File: src/rtl/sevenseg_scan_driver_if.sv
// Display-side bus for the seven-segment scan driver: value/control in,
// multiplexed anode/segment drive out.
interface sevenseg_scan_driver_if;
  logic        en;
  logic [15:0] value;
  logic [3:0]  dp;
  logic        blank_lz;
  logic [3:0]  an;
  logic [6:0]  seg;
  logic        dp_n;
  logic        frame_start;

  modport master (
    output en, value, dp, blank_lz,
    input  an, seg, dp_n, frame_start
  );

  modport slave (
    input  en, value, dp, blank_lz,
    output an, seg, dp_n, frame_start
  );
endinterface

File: src/rtl/sevenseg_scan_driver.sv
// 4-digit multiplexed common-anode seven-segment driver with per-frame value
// latching, anti-ghosting guard band and optional leading-zero blanking.
module sevenseg_scan_driver #(
  parameter int unsigned REFRESH_DIV = 50000,
  parameter int unsigned GUARD       = 16
) (
  input logic                   clk,
  input logic                   rst_n,
  sevenseg_scan_driver_if.slave bus
);

  localparam int unsigned    CW        = $clog2(REFRESH_DIV);
  localparam logic [CW-1:0] CNT_LAST  = CW'(REFRESH_DIV - 1);
  localparam logic [CW-1:0] CNT_GUARD = CW'(GUARD);

  typedef enum logic [1:0] {DIG0, DIG1, DIG2, DIG3} slot_t;

  slot_t         slot, slot_nxt;
  logic [CW-1:0] cnt;
  logic          tick;
  logic [15:0]   value_q;
  logic [3:0]    dp_q;

  logic [1:0]    idx;
  logic [3:0]    nib;
  logic          lz_hit;
  logic          blank;
  logic [6:0]    seg_hex;
  logic [3:0]    an_d;
  logic [6:0]    seg_d;
  logic          dpn_d;

  always_comb tick = (cnt == CNT_LAST);

  // State register: prescaler, digit slot and per-frame latch
  always_ff @(posedge clk or negedge rst_n) begin
    if (!rst_n) begin
      cnt             <= '0;
      slot            <= DIG0;
      value_q         <= '0;
      dp_q            <= '0;
      bus.frame_start <= 1'b0;
    end else begin
      cnt             <= tick ? '0 : cnt + 1'b1;
      slot            <= slot_nxt;
      bus.frame_start <= tick && (slot == DIG3);
      if (tick && (slot == DIG3)) begin
        value_q <= bus.value;
        dp_q    <= bus.dp;
      end
    end
  end

  always_comb begin
    slot_nxt = slot;
    if (tick) begin
      unique case (slot)
        DIG0:    slot_nxt = DIG1;
        DIG1:    slot_nxt = DIG2;
        DIG2:    slot_nxt = DIG3;
        default: slot_nxt = DIG0;
      endcase
    end
  end

  // Leading-zero test looks at this nibble and every more significant one
  always_comb begin
    idx    = slot;
    nib    = value_q[3:0];
    lz_hit = 1'b0;
    unique case (slot)
      DIG0: nib = value_q[3:0];
      DIG1: begin
        nib    = value_q[7:4];
        lz_hit = (value_q[15:4] == '0);
      end
      DIG2: begin
        nib    = value_q[11:8];
        lz_hit = (value_q[15:8] == '0);
      end
      default: begin
        nib    = value_q[15:12];
        lz_hit = (value_q[15:12] == '0);
      end
    endcase
  end

  always_comb begin
    seg_hex = 7'h7F;
    unique case (nib)
      4'h0: seg_hex = 7'h40;
      4'h1: seg_hex = 7'h79;
      4'h2: seg_hex = 7'h24;
      4'h3: seg_hex = 7'h30;
      4'h4: seg_hex = 7'h19;
      4'h5: seg_hex = 7'h12;
      4'h6: seg_hex = 7'h02;
      4'h7: seg_hex = 7'h78;
      4'h8: seg_hex = 7'h00;
      4'h9: seg_hex = 7'h10;
      4'hA: seg_hex = 7'h08;
      4'hB: seg_hex = 7'h03;
      4'hC: seg_hex = 7'h46;
      4'hD: seg_hex = 7'h21;
      4'hE: seg_hex = 7'h06;
      default: seg_hex = 7'h0E;
    endcase
  end

  // Output decode; en and blank_lz act live, not per frame
  always_comb begin
    blank = !bus.en || (cnt < CNT_GUARD) || (bus.blank_lz && lz_hit);
    an_d  = '1;
    seg_d = '1;
    dpn_d = 1'b1;
    if (!blank) begin
      an_d  = ~(4'b0001 << idx);
      seg_d = seg_hex;
      dpn_d = ~dp_q[idx];
    end
  end

  always_ff @(posedge clk or negedge rst_n) begin
    if (!rst_n) begin
      bus.an   <= '1;
      bus.seg  <= '1;
      bus.dp_n <= 1'b1;
    end else begin
      bus.an   <= an_d;
      bus.seg  <= seg_d;
      bus.dp_n <= dpn_d;
    end
  end

endmodule
File: src/flat_wrapper.sv
// flat-port wrapper written by rule: the top's interface ports become plain ports
module sevenseg_scan_driver_flat 
#(
  parameter int unsigned REFRESH_DIV = 50000,
  parameter int unsigned GUARD       = 16
)
  (clk, rst_n, bus_en, bus_value, bus_dp, bus_blank_lz, bus_an, bus_seg, bus_dp_n, bus_frame_start);
  sevenseg_scan_driver_if bus_i ();
  input logic clk;
  input logic rst_n;
  input wire logic [$bits(bus_i.en)-1:0] bus_en;
  input wire logic [$bits(bus_i.value)-1:0] bus_value;
  input wire logic [$bits(bus_i.dp)-1:0] bus_dp;
  input wire logic [$bits(bus_i.blank_lz)-1:0] bus_blank_lz;
  output wire logic [$bits(bus_i.an)-1:0] bus_an;
  output wire logic [$bits(bus_i.seg)-1:0] bus_seg;
  output wire logic [$bits(bus_i.dp_n)-1:0] bus_dp_n;
  output wire logic [$bits(bus_i.frame_start)-1:0] bus_frame_start;
  assign bus_i.en = bus_en;
  assign bus_i.value = bus_value;
  assign bus_i.dp = bus_dp;
  assign bus_i.blank_lz = bus_blank_lz;
  assign bus_an = bus_i.an;
  assign bus_seg = bus_i.seg;
  assign bus_dp_n = bus_i.dp_n;
  assign bus_frame_start = bus_i.frame_start;
  sevenseg_scan_driver #(.REFRESH_DIV(REFRESH_DIV), .GUARD(GUARD)) u_core (.clk(clk), .rst_n(rst_n), .bus(bus_i));
endmodule
File: config.mk
export PLATFORM = sky130hd
export DESIGN_NAME = sevenseg_scan_driver_flat
export DESIGN_NICKNAME = d
export VERILOG_FILES = /design/src/rtl/sevenseg_scan_driver_if.sv /design/src/rtl/sevenseg_scan_driver.sv /design/src/flat_wrapper.sv
export SDC_FILE = /design/constraint.sdc
export NUM_CORES = 1
export LEC_CHECK = 0
export ABC_AREA = 1
export CAP_MARGIN = 20
export CORE_AREA = 2 2 73 75
export CTS_CLUSTER_SIZE = 20
export DETAILED_ROUTE_END_ITERATION = 6
export DIE_AREA = 0 0 75 77
export PLACE_DENSITY_LB_ADDON = 0.3
export SLEW_MARGIN = 30
export SYNTH_ARGS = -nofsm -noshare
export SYNTH_HDL_FRONTEND = slang
export SYNTH_SLANG_ARGS = --single-unit
File: constraint.sdc
create_clock -name clk -period 2.1 [get_ports clk]
set_input_delay 0.42 -clock clk [delete_from_list [all_inputs] [get_ports clk]]
set_output_delay 0.42 -clock clk [all_outputs]
set_load 0.005 [all_outputs]
# After elaboration in Yosys (flattened, before gate mapping)
# Memories as Yosys holds them, arrays and structs flattened.
# Cells that the tools add are included.
# totals
input_bits	24
output_inout_bits	13
rom_bits	112
elab_cells	37
ff_bits	51
mem_count	1
# op_classes
eq_ne	4
n_shift	1
n_reduce_logical	9
bitwise_logic	2
mux	9
addsub	1
order_cmp	2
# memory_table
memory	words	width	read_ports	rd_ports_with_merged_regs	wr	line_no	source
(name not given)	16	7	1	0	0	sevenseg_scan_driver.sv:90	unique case (nib)
# ops
cell	count
16-bit by 1-bit adder with 16-bit output, second input constant	1
16-bit == test, second input constant	1
16-bit by 5-bit < comparator with 1-bit output, second input constant	1
16-bit two-way mux	1
12-bit logical NOT	1
4-bit case mux with 3 select lines	1
8-bit logical NOT	1
7-bit two-way mux	1
2-bit case mux with 3 select lines	1
2-bit == test, second input constant	2
4-bit logical NOT	1
4-bit two-way mux	1
4-bit NOT	1
1-bit by 2-bit left shift with 4-bit output, first input constant	1
2-bit by 3-bit < comparator with 1-bit output, second input constant	1
1-bit case mux with 3 select lines	1
1-bit binary-select mux with 2-bit select	1
2-bit by 1-bit == test with 1-bit output, second input constant	1
1-bit logical AND	2
2-bit logical NOT	1
1-bit logical OR	2
1-bit two-way mux	2
1-bit logical NOT	1
1-bit NOT	1

# Depth between registers and ports, before layout
# logic_depth
ltp_word	5
ltp_mapped	13
ltp_nobuf	13

# Worst setup path before layout
# OpenSTA, ideal clock, no wires.
# synth_timing
kind	reg-to-reg
start	reg u_core.slot[0], in the netlist u_core.idx[0]
end	reg u_core.bus.seg[0]
t_required_ns	2.010
arrival_time_ns	1.807
setup_slack_ns	0.203
stages_incl_launch_ff	13
path_cell_list	dfrtp_1 inv_1 ha_1 nand2_1 nand2_1 nor2_1 nor2_1 inv_1 ha_1 inv_1 o21ai_0 nand2_1 nand3_1
# synth_via
elab_chain_len	5
elab_cells_between_ends	9
cone_classes	2 x eq/ne; 3 x mux; 3 x reduce/logical; 1 x memory
# synth_rtl
element	line_no	source
from (decl)	sevenseg_scan_driver.sv:18	slot_t slot, slot_nxt;
from (signal assigned)	sevenseg_scan_driver.sv:45	slot <= slot_nxt;
branches (longest 4 deep; another with memory read 16 x 7 bit)	--	
7-bit two-way mux (*)	sevenseg_scan_driver.sv:116	if (!blank) begin
via u_core.seg_d[0]	sevenseg_scan_driver.sv:30	logic [6:0] seg_d;
to (signal assigned)	sevenseg_scan_driver.sv:130	bus.seg <= seg_d;
to (decl)	sevenseg_scan_driver_if.sv:20	output an, seg, dp_n, frame_start
# Mark *: on every way through the listed nets, which the timed path passes.
# A chain may end at the register's enable or synchronous reset.

# Worst setup path after layout
# layout_timing
start	reg u_core.slot[1], in the netlist u_core.idx[1]
end	reg u_core.bus.seg[3]
# Same word-level chain as after synthesis.

==> impl_metrics.env <==
export IMPL_synth_top_family_by_area="simple AND/OR/NAND/NOR gates"
export IMPL_synth_seq_cells=51
export IMPL_diodes=0
export IMPL_seqCellArea_um2=1290
export IMPL_routed_via_density=4.89
export IMPL_worstSetupPathType="reg2reg"
export IMPL_fin_worst_skew_ns=0.0111
export IMPL_period_share=0.901
export IMPL_cts_tree="built"
export IMPL_gp_congestion=0.910
export IMPL_maxCapViolCount=0
export IMPL_stdcell_area_um2=3190
export IMPL_synth_top_cell_area_share=0.371
export IMPL_synth_compound_area_share=0.0413
export IMPL_initial_core_util=0.529
export IMPL_root_buffer="clkbuf_8"
export IMPL_track_usage=0.206
export IMPL_netlist_area_um2=2630
export IMPL_setup_viol=0
export IMPL_synthSimpleGateAreaFrac=0.320
export IMPL_finalCriticalPeriod_ns=1.89
export IMPL_p_leak_nw=1.57
export IMPL_r2r_end="u_core.bus.seg[3]"
export IMPL_nNetsFinal=418
export IMPL_clock_latency_ns=0.31
export IMPL_arrival_ns=2.14
export IMPL_rsz0062_at_grt="false"
export IMPL_synth_area_mux_share=0
export IMPL_antenna_found_initial=0
export IMPL_synth_xor_area_frac=0.0200
export IMPL_syn2layout_area_growth_pct=21.2
export IMPL_drv_slew=0
export IMPL_overflow=0
export IMPL_power_density_nw_per_um2=513
export IMPL_max_clock_freq_mhz=529
export IMPL_grt_pass1_wl_mm=9.25
export IMPL_ys_top_cells_by_area="dfrtp_1, nand2_1, dfstp_2, ha_1, nand3_1"
export IMPL_pin_count=37
export IMPL_io_buffers=36
export IMPL_ir_worst_vdd_uv=332
export IMPL_multi_input_area_um2=1160
export IMPL_core_um2=4980
export IMPL_crit_path_end_kind="flip-flop"
export IMPL_routed_wl_mm=5.33
export IMPL_ys_types=27
export IMPL_ant_nets=0
export IMPL_synth_seq_area_share=0.490
export IMPL_placed_area_um2=3100
export IMPL_cp_data_required_time_ns=2.35
export IMPL_htreeDepth=2
export IMPL_timing_rr_start="u_core.idx[1]"
export IMPL_grt_max_degree=31
export IMPL_setup_ws_ns=0.208
export IMPL_cts_setup_buffers=0
export IMPL_place_hpwl_mm=3.99
export IMPL_drc=0
export IMPL_drt_iter0_markers=168
export IMPL_yosys_area_share_adder=0.0570
export IMPL_die_h_um=77
export IMPL_synth_edff_count=0
export IMPL_num_fill_cells=419
export IMPL_finalHoldViolations=0
export IMPL_die_area_um2=5780
export IMPL_cts_clk_slew_worst_paths_ns=0.10
export IMPL_r2r_slack_ns=0.21
export IMPL_syn_avg_cell_area_um2=7.82
export IMPL_setup_tns_ns=0
export IMPL_synth_net_count=373
export IMPL_outcome="completed"
export IMPL_grt_pass1_vias=2043
export IMPL_firstDrtPassIters=4
export IMPL_wl_per_cell_um=11.8
export IMPL_numClockSinks=51
export IMPL_cts_made_buffers=5
export IMPL_crit_path_max_fanout=6
export IMPL_vias=2215
export IMPL_tightest_slew_ns=0.647
export IMPL_reg2regPathDepth=12
export IMPL_drive_gt1_frac=0.110
export IMPL_synth_top_area_cell="dfrtp_1"
export IMPL_die_width_um=75
export IMPL_syn_inst=337
export IMPL_min_path_type="in2async"
export IMPL_start_kind="flip-flop"
export IMPL_yosysWarnings=0
export IMPL_max_slew_margin_rel=0.566
export IMPL_ys_async_sr_fraction=1.00
export IMPL_row_count=26
export IMPL_synthFlopType="dfrtp_1"
export IMPL_dp_slack_ns=0.177
export IMPL_clock_path_buffers=2
metrics by stage:
| stage | power [mW] | std cells | hold WS (ns) | utilization |
|---|---|---|---|---|
| 6_report | 1.64 | 453 | 0.0729 | 0.642 |
| 5_1_grt | 1.70 | 453 | 0.109 | 0.642 |
| 4_1_cts | 1.64 | 453 | 0.0898 | 0.641 |
| 3_5_place_dp | 1.10 | 445 | 0.419 | 0.624 |
| 3_3_place_gp | 1.10 | 445 | 0.418 | 0.624 |
| 2_1_floorplan | 1.02 | 337 | 0.124 | - |
state kept, by name, summed over array words and instances, names as in the netlist:
name                    flops
u_core.bus.frame_start      1
u_core.cnt                 16
u_core.bus.dp_n             1
u_core.bus.an               4
u_core.dp_q                 4
u_core.value_q             16
u_core.bus.seg              7
u_core.idx                  2
per-layer routing:
metal | vias up | global-route usage | wire, µm | share of wire
met1 | 1029 | 0.291 | 2560 | 0.48
met3 | 5 | 0.0342 | 191 | 0.036
met5 | - | 0 | 0 | 0
li1 | 1133 | - | - | -
met4 | 0 | 0.0679 | 58 | 0.011
met2 | 48 | 0.321 | 2510 | 0.47
kinds of logic after synthesis:
group / Yosys count
DFF: 51
and+or+nand+nor: 203
AOI/OAI and AO/OA: 21
buffers and inverters: 44
xor gates and xnor gates: 6
adders and majority gates: 12
critical path: stages, from the launching register on:
cell	delay (ns)
dfrtp_1	0.43
inv_1	0.14
ha_1	0.28
nand2_1	0.08
nand2_1	0.06
nor2_1	0.04
nor2_1	0.11
buf_4	0.15
ha_1	0.17
nand3_1	0.14
nand2_1	0.10
nand2_1	0.06
nand3_1	0.08
layout make-up:
type	count	share of cell area
multi-input cells	242	0.363
inverters	39	0.0470
clock buffers	5	0.0216
flip-flops and latches	51	0.404
clock inverters	3	0.00470
well taps	70	0.0274
repair buffers	43	0.132
what timing repair did:
item / 4_1_cts / 5_1_grt
hold buffers: 0 / 0
gates resized for setup: 0 / 3
endpoints found under the setup margin: 0 / 4
how the worst max path moves through the flow:
stage	end	from	cells past startpoint	slack, ns
floorplan	u_core.bus.seg[0]	u_core.idx[0]	12	0.20
global placement	u_core.bus.seg[5]	u_core.idx[0]	12	0.28
detailed placement	u_core.bus.seg[3]	u_core.idx[0]	12	0.18
CTS	u_core.bus.seg[3]	u_core.idx[0]	12	0.15
global route	u_core.bus.seg[3]	u_core.idx[1]	12	0.005
finish	u_core.bus.seg[3]	u_core.idx[1]	12	0.21
Yosys cell counts, types with 2 or more instances:
master,count
xor2_1,5
nand4_1,3
nor2_1,33
inv_1,34
inv_2,2
ha_1,12
nand2_1,124
dfrtp_1,39
nor3_1,6
a21oi_1,3
buf_6,2
nand3_1,29
nor2_2,3
o21ai_1,7
buf_2,3
dfstp_2,12
nand2_2,2
o21ai_0,9
cells in the final DEF (no fill, tap or decap), types with 2 or more instances in the layout:
master / instances
ha_2: 2
inv_2: 3
dfstp_2: 12
clkbuf_8: 5
dfrtp_1: 39
inv_1: 33
clkdlybuf4s50_1: 35
clkinv_2: 4
o21ai_0: 9
nand2_2: 2
nand3_1: 29
a21oi_1: 3
nand4_1: 3
xor2_1: 5
nor2_2: 3
nor2_1: 33
o21ai_1: 7
ha_1: 10
nor3_1: 6
nand2_1: 124
buf_4: 6
power breakdown:
part / internal (mW) / switching, mW
registers: 0.992 / 0.00119
clock network: 0.229 / 0.328
logic: 0.0535 / 0.0335
No activity file was read; power rests on OpenSTA's default activity.
